==> config.mk <==
export PLATFORM = sky130hd
export DESIGN_NAME = sum_squares
export DESIGN_NICKNAME = d
export VERILOG_FILES = /design/src/rtl/sum_squares_pkg.sv /design/src/rtl/sum_squares_abs_square.sv /design/src/rtl/sum_squares.sv
export SDC_FILE = /design/constraint.sdc
export NUM_CORES = 1
export LEC_CHECK = 0
export ABC_AREA = 1
export BUFFER_PORTS_ARGS = -buffer_cell sky130_fd_sc_hd__buf_2
export CORE_AREA = 2 2 168 170
export CTS_CLUSTER_SIZE = 30
export DETAILED_ROUTE_END_ITERATION = 8
export DIE_AREA = 0 0 170 172
export PLACE_DENSITY_LB_ADDON = 0.08
export SLEW_MARGIN = 15
export SYNTH_ARGS = -nofsm -noshare
export SYNTH_HDL_FRONTEND = slang
export SYNTH_SLANG_ARGS = --single-unit
==> constraint.sdc <==
create_clock -name clk -period 8.2 [get_ports clk]
set_input_delay 0.41 -clock clk [delete_from_list [all_inputs] [get_ports clk]]
set_output_delay 0.41 -clock clk [all_outputs]
set_load 0.02 [all_outputs]
==> src/rtl/sum_squares_pkg.sv <==
// -----------------------------------------------------------------------------
// sum_squares_pkg
// Width helpers shared by the windowed mean-square engine and by whoever
// instantiates the downstream sqrt block.
//   sq_width(in_width)          : width of |x|^2, 2*in_width-1 bits
//   acc_width(in_width, log2_n) : width of a full-window sum, never overflows
//   out_width(in_width)         : mean-square word width, equals sqrt WIDTH
// -----------------------------------------------------------------------------
package sum_squares_pkg;

  // The largest square is (2^(W-1))^2 = 2^(2W-2), which needs 2W-1 bits.
  function automatic int sq_width(input int in_width);
    return 2 * in_width - 1;
  endfunction

  // The sum of 2^log2_n squares needs log2_n extra bits on top of sq_width.
  function automatic int acc_width(input int in_width, input int log2_n);
    return 2 * in_width - 1 + log2_n;
  endfunction

  function automatic int out_width(input int in_width);
    return 2 * in_width;
  endfunction

  // Default configuration: 16-bit samples feed a 32-bit sqrt.
  localparam int DEFAULT_IN_WIDTH  = 16;
  localparam int DEFAULT_OUT_WIDTH = 2 * DEFAULT_IN_WIDTH;

endpackage

==> src/rtl/sum_squares_abs_square.sv <==
// -----------------------------------------------------------------------------
// abs_square
// Two-stage pipeline: stage 1 registers |in_data|, stage 2 registers its
// square. A valid bit travels alongside the data; flush drops everything in
// flight, including a sample presented in the same cycle.
// Ports:
//   clk, rst_n  : clock, asynchronous active-low reset
//   flush       : synchronous discard of all in-flight samples
//   in_valid    : in_data holds a sample this cycle
//   in_data     : signed sample (two's complement)
//   out_valid   : out_sq holds the square of a sample accepted 2 cycles ago
//   out_sq      : unsigned square, sq_width(IN_WIDTH) bits
// -----------------------------------------------------------------------------
module abs_square
  import sum_squares_pkg::*;
#(
  parameter int IN_WIDTH = 16
) (
  input  logic                               clk,
  input  logic                               rst_n,
  input  logic                               flush,
  input  logic                               in_valid,
  input  logic signed [IN_WIDTH-1:0]         in_data,
  output logic                               out_valid,
  output logic [sq_width(IN_WIDTH)-1:0]      out_sq
);

  localparam int SQW = sq_width(IN_WIDTH);

  logic [IN_WIDTH-1:0] raw;
  logic [IN_WIDTH-1:0] abs_c;
  logic [IN_WIDTH-1:0] abs_r;
  logic                abs_valid_r;
  logic [SQW-1:0]      abs_ext;
  logic [SQW-1:0]      sq_c;

  // Negating the most negative value yields the same bit pattern 100..0,
  // which read as unsigned is exactly 2^(IN_WIDTH-1), the correct magnitude.
  always_comb begin
    raw   = in_data;
    abs_c = raw[IN_WIDTH-1] ? (~raw + IN_WIDTH'(1)) : raw;
  end

  // The square always fits in SQW bits, so a SQW-bit multiply loses nothing.
  always_comb begin
    abs_ext = SQW'(abs_r);
    sq_c    = abs_ext * abs_ext;
  end

  always_ff @(posedge clk or negedge rst_n) begin
    if (!rst_n) begin
      abs_r       <= '0;
      abs_valid_r <= 1'b0;
      out_sq      <= '0;
      out_valid   <= 1'b0;
    end else begin
      abs_r       <= abs_c;
      abs_valid_r <= in_valid & ~flush;
      out_sq      <= sq_c;
      out_valid   <= abs_valid_r & ~flush;
    end
  end

endmodule

==> src/rtl/sum_squares.sv <==
// -----------------------------------------------------------------------------
// sum_squares
// Windowed mean-square engine feeding the sqrt pipeline for RMS measurement.
// Each window of 2^LOG2_N accepted samples produces one mean square
// (sum of squares >> LOG2_N, truncated) on source with a one-cycle strobe.
//
// Valid semantics: there is no backpressure. A sample is accepted in every
// cycle where sink_valid=1 and clr=0; source_valid is a one-cycle strobe that
// marks the cycle in which source took a new value. source holds otherwise.
//
// Ports:
//   clk, rst_n   : clock, asynchronous active-low reset
//   clr          : synchronous abort of the current window and in-flight data
//   sink         : signed sample, IN_WIDTH bits
//   sink_valid   : sink holds a sample this cycle
//   source       : mean square of last completed window, 2*IN_WIDTH bits
//   source_valid : source updated this cycle
// Latency: Nth sample in cycle t -> source/source_valid visible in cycle t+3.
// -----------------------------------------------------------------------------
module sum_squares
  import sum_squares_pkg::*;
#(
  parameter int IN_WIDTH = 16,
  parameter int LOG2_N   = 4
) (
  input  logic                           clk,
  input  logic                           rst_n,
  input  logic                           clr,
  input  logic signed [IN_WIDTH-1:0]     sink,
  input  logic                           sink_valid,
  output logic [out_width(IN_WIDTH)-1:0] source,
  output logic                           source_valid
);

  localparam int SQW  = sq_width(IN_WIDTH);
  localparam int ACCW = acc_width(IN_WIDTH, LOG2_N);
  localparam int OUTW = out_width(IN_WIDTH);

  logic            sq_valid;
  logic [SQW-1:0]  sq;
  logic [ACCW-1:0] acc;
  logic [ACCW-1:0] sum_c;
  logic [LOG2_N-1:0] cnt;
  logic            last_c;

  // clr doubles as the pipeline flush, so a sample presented alongside clr
  // and anything already in stages 1-2 never reaches the accumulator.
  abs_square #(
    .IN_WIDTH (IN_WIDTH)
  ) u_abs_square (
    .clk       (clk),
    .rst_n     (rst_n),
    .flush     (clr),
    .in_valid  (sink_valid),
    .in_data   (sink),
    .out_valid (sq_valid),
    .out_sq    (sq)
  );

  // Sum including the incoming square, so the closing sample of a window is
  // folded into the result on the same edge that restarts the accumulator.
  always_comb begin
    sum_c  = acc + ACCW'(sq);
    last_c = (cnt == '1);
  end

  always_ff @(posedge clk or negedge rst_n) begin
    if (!rst_n) begin
      acc          <= '0;
      cnt          <= '0;
      source       <= '0;
      source_valid <= 1'b0;
    end else begin
      source_valid <= 1'b0;
      if (clr) begin
        // Also suppresses a completion that would have landed on this edge.
        acc <= '0;
        cnt <= '0;
      end else if (sq_valid) begin
        if (last_c) begin
          // Upper ACCW-OUTW bits of the shifted sum are always zero.
          source       <= OUTW'(sum_c >> LOG2_N);
          source_valid <= 1'b1;
          acc          <= '0;
          cnt          <= '0;
        end else begin
          acc <= sum_c;
          cnt <= cnt + LOG2_N'(1);
        end
      end
    end
  end

endmodule

### Word level (Yosys, flattened, before mapping)

Cells that the tools add are included.

* bits in registers: 120
* bits in latches: 0
* bits in writable memories: 0
* bits in read-only memories: 0
* input bits: 20
* memories: 0

* add/subtract/negate cells: 3
* multipliers: 1
* divide/modulo/power cells: 0
* magnitude comparators: 0
* equality and inequality tests: 1
* shift-type cells: 0
* muxes and demuxes: 10
* bitwise logic cells: 4
* reductions and logical operators: 2

Operator list (number)
* 35-bit 2-to-1 mux: 3
* 35-bit by 31-bit adder with 35-bit output: 1
* 16-bit by 16-bit multiplier with 31-bit output: 1
* 16-bit by 1-bit adder with 16-bit output (second input constant): 1
* 16-bit 2-to-1 mux: 1
* 16-bit inverter: 1
* 4-bit 2-to-1 mux: 3
* 4-bit by 1-bit adder with 4-bit output (second input constant): 1
* 4-bit == test (second input constant): 1
* 1-bit 2-to-1 mux: 3
* 3-bit AND reduction: 1
* 1-bit bitwise AND: 2
* 2-bit nonzero test: 1
* 1-bit inverter: 1

### Logic depth before layout (Yosys ltp)

Gate-level depths: netlist of run 1.

* depth in word-level cells: 4
* depth in mapped cells: 27

### Cells and area by module

Synthesis of run 1 repeated with hierarchy kept, for this count alone.

* cells, all modules: 1993
* area total of the unflattened synthesis: 14675.3 sq um

By module, submodules not included
* abs_square: instances 1, cells each 1253, area an instance 9656.8 sq um, seq. area each 1201.2 sq um
* sum_squares: instances 1, cells each 740, area an instance 5018.6 sq um, seq. area each 1776.7 sq um

### Least setup slack after synthesis of run 1

No wires, ideal clock.

* kind: reg-to-reg
* start point: reg u_abs_square.abs_r[4]
* end point: reg u_abs_square.out_sq[29]
* setup time: 0.116 ns
* arrival time: 5.339 ns
* data required time: 8.084 ns
* setup slack: 2.744 ns
* stages on the path, launching flop included: 23
* clock period less this slack: 5.456 ns
* path through: dfrtp_1 > clkbuf_1 > clkbuf_1 > nand2_1 > fa_1 > inv_1 > fa_1 > fa_1 > fa_1 > fa_1 > inv_1 > fa_1 > inv_1 > ha_1 > a21o_1 > a31oi_1 > nor2_1 > nor2_1 > nor2_1 > nor2_1 > nand2_1 > nand2_1 > nand2_1

* word-level cells in the longest chain between the ends: 1

Ends and longest elaborated chain
* start, declared: line sum_squares_abs_square.sv:32 `logic [IN_WIDTH-1:0] abs_r;`
* start signal, assigned: line sum_squares_abs_square.sv:57 `abs_r <= abs_c;`
* 16-bit by 16-bit multiplier with 31-bit output: line sum_squares_abs_square.sv:47 `sq_c = abs_ext * abs_ext;`
* via u_abs_square.sq_c[29]: line sum_squares_abs_square.sv:35 `logic [SQW-1:0] sq_c;`
* end signal, assigned: line sum_squares_abs_square.sv:59 `out_sq <= sq_c;`
* end, declared: line sum_squares_abs_square.sv:25 `output logic [sq_width(IN_WIDTH)-1:0] out_sq`

The timed path passes the listed nets, and every way through them passes these cells.
A chain may end at the register's enable or synchronous reset.

### Worst setup path in the final report of run 1

* start point: reg u_abs_square.abs_r[3]
* end point: reg u_abs_square.out_sq[21]

The elaborated chain is that of the path after synthesis.

==> results of run 1 <==
-- metrics by stage --
stage / setup WS (ns) / cell area, um2 / util [%] / cells
after CTS: 2.16 / 15100 / 55.0 / 2188
after global routing: 1.86 / 15100 / 55.0 / 2188
after floorplan: 2.74 / 14000 / - / 1799
final: 2.12 / 15100 / 55.0 / 2188
after detailed placement: 2.17 / 14500 / 52.9 / 2156
after global placement: 2.22 / 14500 / 52.9 / 2156
-- per-layer routing --
| metal | vias to the layer above | share of wire (%) | global-route usage, % |
|---|---|---|---|
| met5 | - | 0 | 0 |
| met4 | 0 | 3.0 | 8.29 |
| met3 | 53 | 3.3 | 2.84 |
| met2 | 217 | 49 | 42.4 |
| met1 | 5142 | 45 | 30.7 |
| li1 | 5495 | - | - |
-- synth_stat cells, drive strengths merged --
cell type / count / share of area [%]
nand2: 503 / 14
inv: 402 / 11
fa: 162 / 23
ha: 133 / 12
dfrtp: 119 / 21
nor2: 101 / 2.9
nand3: 88 / 3.3
a21oi: 69 / 2.5
xor2: 44 / 2.8
o21ai: 41 / 1.5
clkbuf: 35 / 0.94
xnor2: 19 / 1.2
nor3: 18 / 0.79
o21bai: 11 / 0.62
a22o: 9 / 0.56
buf: 9 / 0.44
nand4: 8 / 0.36
or2: 5 / 0.22
a21o: 4 / 0.21
nand3b: 4 / 0.21
a31oi: 3 / 0.13
nor4: 2 / 0.13
o21a: 2 / 0.11
o31ai: 2 / 0.11
a21boi: 1 / 0.080
a31o: 1 / 0.063
clkinv: 1 / 0.027
conb: 1 / 0.027
mux2: 1 / 0.080
o211ai: 1 / 0.054
-- cells in the final DEF (no fill, tap or decap), types with 5 or more instances in the layout --
cell type	netlist	routed
clkbuf_16	0	17
nor3_1	14	14
buf_2	4	50
a21oi_1	67	67
nand4_1	8	8
dfrtp_1	119	119
a22o_1	9	9
nor2_2	8	9
o21ai_0	30	30
xor2_1	44	44
nand2_1	493	493
nor2_1	93	92
ha_1	133	133
xnor2_1	19	19
fa_1	162	162
o21bai_1	10	10
inv_1	399	399
nand2_2	9	9
nand3_1	85	85
buf_4	4	5
o21ai_1	11	11
-- worst paths after layout --
kind / startpoint / to / slack, ns / cells past startpoint
worst min-delay path: rst_n / source[1]$_DFFE_PN0P_ / 0.07 / 1
max in group asynchronous: rst_n / acc[17]$_DFFE_PN0P_ / 6.92 / 2
min in group clk: sink[0] / u_abs_square.abs_r[0]$_DFF_PN0_ / 0.11 / 1
worst max-delay path: u_abs_square.abs_r[3]$_DFF_PN0_ / u_abs_square.out_sq[21]$_DFF_PN0_ / 2.12 / 22
worst min register to register: source[3]$_DFFE_PN0P_ / source[3]$_DFFE_PN0P_ / 0.47 / 2
worst max register to register: u_abs_square.abs_r[3]$_DFF_PN0_ / u_abs_square.out_sq[21]$_DFF_PN0_ / 2.12 / 22
-- cell families after synthesis --
group,after synthesis,synth area share [%]
AOI/OAI and AO/OA,144,5.93
xor gates and xnor gates,63,3.94
adders and majority gates,295,35.1
buffers and inverters,447,12.2
DFF,119,21.3
muxes,1,0.0804
other,1,0.0268
and+or+nand+nor,729,21.5
-- sequential cells by signal, summed over array words and instances (netlist names) --
signal / count
cnt: 4
u_abs_square.abs_valid_r: 1
source_valid: 1
u_abs_square.out_valid: 1
u_abs_square.out_sq: 30
acc: 35
u_abs_square.abs_r: 16
source: 31
-- final cells by class --
type	instances	area, um2	share of cell area, %
Clock buffer	22	484	3.20
Clock inverter	10	95.1	0.629
Inverter	403	1510	10.0
Multi-Input combinational cell	1233	9320	61.7
Sequential cell	119	2980	19.7
Tap cell	346	433	2.87
Timing Repair Buffer	55	288	1.90
-- worst max-delay path, cell delays in order, from the launching register on --
cell,delay [ns]
dfrtp_1,0.64
nand2_1,0.23
inv_1,0.08
fa_1,0.54
inv_1,0.06
fa_1,0.52
inv_1,0.05
fa_1,0.49
inv_1,0.05
fa_1,0.53
inv_1,0.05
fa_1,0.48
inv_1,0.05
fa_1,0.47
inv_1,0.04
ha_1,0.33
nand2_1,0.22
inv_1,0.06
a21oi_1,0.41
nand3_2,0.26
nand3_1,0.12
nand3_1,0.11
xor2_1,0.16
==> summary.txt, run 1 <==
Core footprint -> 27500 um2
Pin count of the biggest net entering global routing -> 64
Max Cap Viol -> 0
Initial antenna violation count -> 0
Hpwl dp -> 26600 um
Die W -> 170 um
Yosys warnings -> 0
Synth Register Bits -> 119
Nature of the critical path startpoint -> register
Cts hold-fix bufs -> 0
H-tree levels -> 4
Crit. End Element -> register
Final Hold Fails -> 0
Initial DRC Count -> 552
Count of cell types in the netlist -> 43
Mapped Cells -> 1799
RSZ-0062 raised after global routing -> false
Num CTS Buffers -> 17
Layout fillers -> 2683
Mapped Avg Cell Area -> 7.78 um2
I/O pin count -> 53
Total gr overflow -> 0
Worst-margin pin slew -> 0.808 ns
Global-route usage over all layers -> 24.0%
RD Place Congestion -> 0.934
PortBufs -> 51
Die area -> 29200 um2
Fin nets -> 2144
Post-Syn Nets -> 2114
TritonCTS clock tree -> built
Hold WS -> 0.0658 ns
Worst path arrival time -> 6.38 ns
Antenna Violating Nets Remaining -> 0
Slew HR -> 46.2%
Ant. Diodes -> 0
DRC Markers -> 0
First-pass GRT wire length -> 55300 um
Worst-path fanout max -> 16
Setup tns final -> 0 ns
Synthesized area -> 14000 um2
Routed wire length per instance -> 14.7 um
Final Slew Violations -> 0
Initial Util -> 51.0%
Via density -> 4.98
Status -> completed
Clock period minus worst slack -> 6.08 ns
WS Path Type -> register to register
Required time at the worst-slack endpoint -> 8.50 ns
Setup-failing EPs final -> 0
Max Clk Rate -> 164 MHz
Clk Latency, worst-skew pair -> 0.43 ns
TritonRoute pass-1 iters -> 6
Vias -> 10.9k
Final Routed Wirelength -> 32200 um
Share of layout cells above drive strength 1 -> 6.79%
Clk Tree Root Cell -> clkbuf_16
Post-cts sizing count -> 0
Worst clock skew -> 0.0179 ns
Hold crit path type -> primary input to async pin
CTS sink count -> 119
CTS Buffer Depth -> 2
Core Rows -> 61
Die H -> 172 um
CTS clk-pin slew, worst paths -> 0.06 ns
Area grow syn2layout -> 7.93%
Number of global-route vias before repair -> 11.4k
Seq/Total Area, Yosys -> 21.3%
Post-CTS Setup Repair Bufs -> 0
Final worst path period share -> 74.2%
Power of run 1 is not shown: default switching activity piles up to over one toggle a cycle in this logic, so the estimate is an artifact.
==> inputs of run 2 (changes only) <==
==> constraint.sdc (replaced) <==
create_clock -name clk -period 5.5 [get_ports clk]
set_input_delay 0.275 -clock clk [delete_from_list [all_inputs] [get_ports clk]]
set_output_delay 0.275 -clock clk [all_outputs]
set_load 0.02 [all_outputs]
==> summary.txt, run 2 (same netlist as run 1, synthesis figures left out) <==
Initial antenna violation count -> 0 (unchanged)
RD Place Congestion -> 0.939 (+0.51%)
TritonRoute pass-1 iters -> 5 (-1)
Hold_sp -> sink[10]
Hold Path End -> u_abs_square.abs_r[10]$_DFF_PN0_
Clock period minus worst slack -> 5.33 ns (-0.757 ns)
Max Clk Rate -> 188 MHz (+14%)
Total gr overflow -> 0 (unchanged)
Crit. End Element -> register
DRC Markers -> 0 (unchanged)
Worst path arrival time -> 5.66 ns (-0.72 ns)
Initial Util -> 51.0% (unchanged)
Sequential cell area -> 2990 um2 (+0.55%)
Layout fillers -> 2559 (-4.6%)
Setup-failing EPs final -> 0 (unchanged)
Most used cell, CP -> fa_1
PortBufs -> 51 (unchanged)
Core footprint -> 27500 um2 (unchanged)
Nature of the critical path startpoint -> register
Die W -> 170 um (unchanged)
Commonest non-fill, non-tap cells in the layout -> nand2_1 (475), inv_1 (396), fa_1 (161)
R2r endpoint -> u_abs_square.out_sq[26]$_DFF_PN0_
TritonCTS clock tree -> built
Clk Latency, worst-skew pair -> 0.43 ns (about the same)
Met3 GRT Util -> 2.86% (+0.023 points)
Vias -> 11.2k (+2.9%)
WS Path Type -> register to register
Crit path cell chain -> buf_4 -> nand2_1 -> fa_1 -> inv_1 -> fa_1 -> fa_1 -> fa_1 -> fa_1 -> inv_1 -> fa_1 -> inv_1 -> ha_2 -> nand2_2 -> nor2_2 -> nand2_1 -> nor4_2 -> nand2_1 -> nand3_2 -> xor2_1
Most flop-heavy register -> acc
Routing usage on met2 -> 42.2% (-0.20 points)
Ant. Diodes -> 0 (unchanged)
Final design utilization -> 57.6% (+2.6 points)
Clk Tree Root Cell -> clkbuf_16
Met1 Use GR -> 29.3% (-1.4 points)
Pin count of the biggest net entering global routing -> 63 (-1.6%)
Via density -> 5.02 (+0.73%)
Area grow syn2layout -> 13.0%
Hpwl dp -> 26000 um (-2.2%)
Reg-to-Reg Start -> u_abs_square.abs_r[14]$_DFF_PN0_
CP delay by family, top -> adder cells
Max incr delay on CP -> 0.56 ns (-0.08 ns)
I/O pin count -> 53 (unchanged)
CTS clk-pin slew, worst paths -> 0.06 ns (about the same)
Num CTS Buffers -> 17 (unchanged)
Biggest regs -> acc x35, source x31, u_abs_square.out_sq x30
Number of global-route vias before repair -> 11.7k (+2.4%)
Global-route usage over all layers -> 23.4% (-0.65 points)
CTS Buffer Depth -> 2 (unchanged)
Final worst path period share -> 96.8% (+23 points)
Required time at the worst-slack endpoint -> 5.84 ns (-2.66 ns)
Worst-margin pin slew -> 0.823 ns (+0.0154 ns)
Worst clock skew -> 0.0221 ns (+0.00417 ns)
Register-to-Register Path Depth -> 19 (-14%)
Hold crit path type -> primary input to register
Busiest grt layer -> met2
Max reg flops -> 35 (unchanged)
Status -> completed
Initial DRC Count -> 506 (-8.3%)
CTS sink count -> 119 (unchanged)
Die area -> 29200 um2 (unchanged)
First-pass GRT wire length -> 54500 um (-1.4%)
FF-to-FF setup slack -> 0.17 ns (-1.94 ns)
Slew HR -> 45.1% (-1.0 points)
Fin nets -> 2192 (+2.2%)
CP max stage cell -> fa_1
RSZ-0062 raised after global routing -> true
Final Routed Wirelength -> 32100 um (-0.27%)
H-tree levels -> 4 (unchanged)
Most common cell after layout, fill and taps aside -> nand2_1
Final Hold Fails -> 0 (unchanged)
Worst-path fanout max -> 10 (-6)
Antenna Violating Nets Remaining -> 0 (unchanged)
Routed wire length per instance -> 14.4 um (-2.4%)
Share of layout cells above drive strength 1 -> 13.0% (+6.2 points)
Core Rows -> 61 (unchanged)
Hold Crit Depth -> 2
Buf/Inv on CP -> 4 (-4)
Final Slew Violations -> 0 (unchanged)
Max Cap Viol -> 0 (unchanged)
Area of the multi-input gates -> 9600 um2 (+3.0%)
Die H -> 172 um (unchanged)
## run 2: changes by cell type in the layout (fill, tap and decap cells not counted), sizes merged
cell	previous run	this run
buf	55	101
inv	403	412
clkinv	7	1
clkbuf	22	17
clkinvlp	2	4
dlygate4sd3	0	2
## run 2: stage by stage
| stage | area (um2) | TNS [ns] | cells | hold WS, ns | setup slack [ns] |
|---|---|---|---|---|---|
| after global routing | 15800 | -0.126 | 2236 | 0.0370 | -0.0331 |
| after global placement | 14700 | -1.08 | 2180 | 0.405 | -0.206 |
| after CTS | 15400 | 0 | 2218 | 0.0276 | 0.0119 |
| after floorplan | 14000 | 0 | 1799 | -0.0206 | 0.0444 |
| final | 15800 | 0 | 2236 | 0.0409 | 0.173 |
| after detailed placement | 14700 | -1.28 | 2180 | 0.406 | -0.217 |
## run 2: cell type report
type                    instances  area share [%]
multi-input cells            1233            60.7
flip-flops and latches        119            18.9
inverters                     403            9.56
repair buffers                103            4.45
well taps                     346            2.74
clock buffers                  17            2.69
clock inverters                15           0.980
## run 2: worst max path at each step
stage | from | end | slack [ns] | depth (start not counted)
detailed placement | u_abs_square.abs_r[10]$_DFF_PN0_ | u_abs_square.out_sq[28]$_DFF_PN0_ | -0.22 | 18
finish | u_abs_square.abs_r[14]$_DFF_PN0_ | u_abs_square.out_sq[26]$_DFF_PN0_ | 0.17 | 19
global route | u_abs_square.abs_r[4]$_DFF_PN0_ | u_abs_square.out_sq[26]$_DFF_PN0_ | -0.03 | 20
global placement | u_abs_square.abs_r[11]$_DFF_PN0_ | u_abs_square.out_sq[20]$_DFF_PN0_ | -0.21 | 17
CTS | u_abs_square.abs_r[11]$_DFF_PN0_ | u_abs_square.out_sq[26]$_DFF_PN0_ | 0.01 | 20
floorplan | u_abs_square.abs_r[4]$_DFF_PN0_ | u_abs_square.out_sq[29]$_DFF_PN0_ | 0.04 | 22
## run 2: per-layer routing
| metal | part of all wire, % | wire length [um] |
|---|---|---|
| met2 | 49 | 15900 |
| met4 | 2.7 | 855 |
| met1 | 45 | 14400 |
| met3 | 3.1 | 998 |
| met5 | 0 | 0 |
## run 2: what timing repair did
item | 4_1_cts | 5_1_grt
gates resized for setup | 10 | 88
buffers inserted | 4 | 18
pin swaps | 0 | 31
hold buffers | 2 | 0
setup endpoints to repair | 12 | 18
hold endpoints to repair | 62 | 0
Power of run 2 is left out for the same reason.
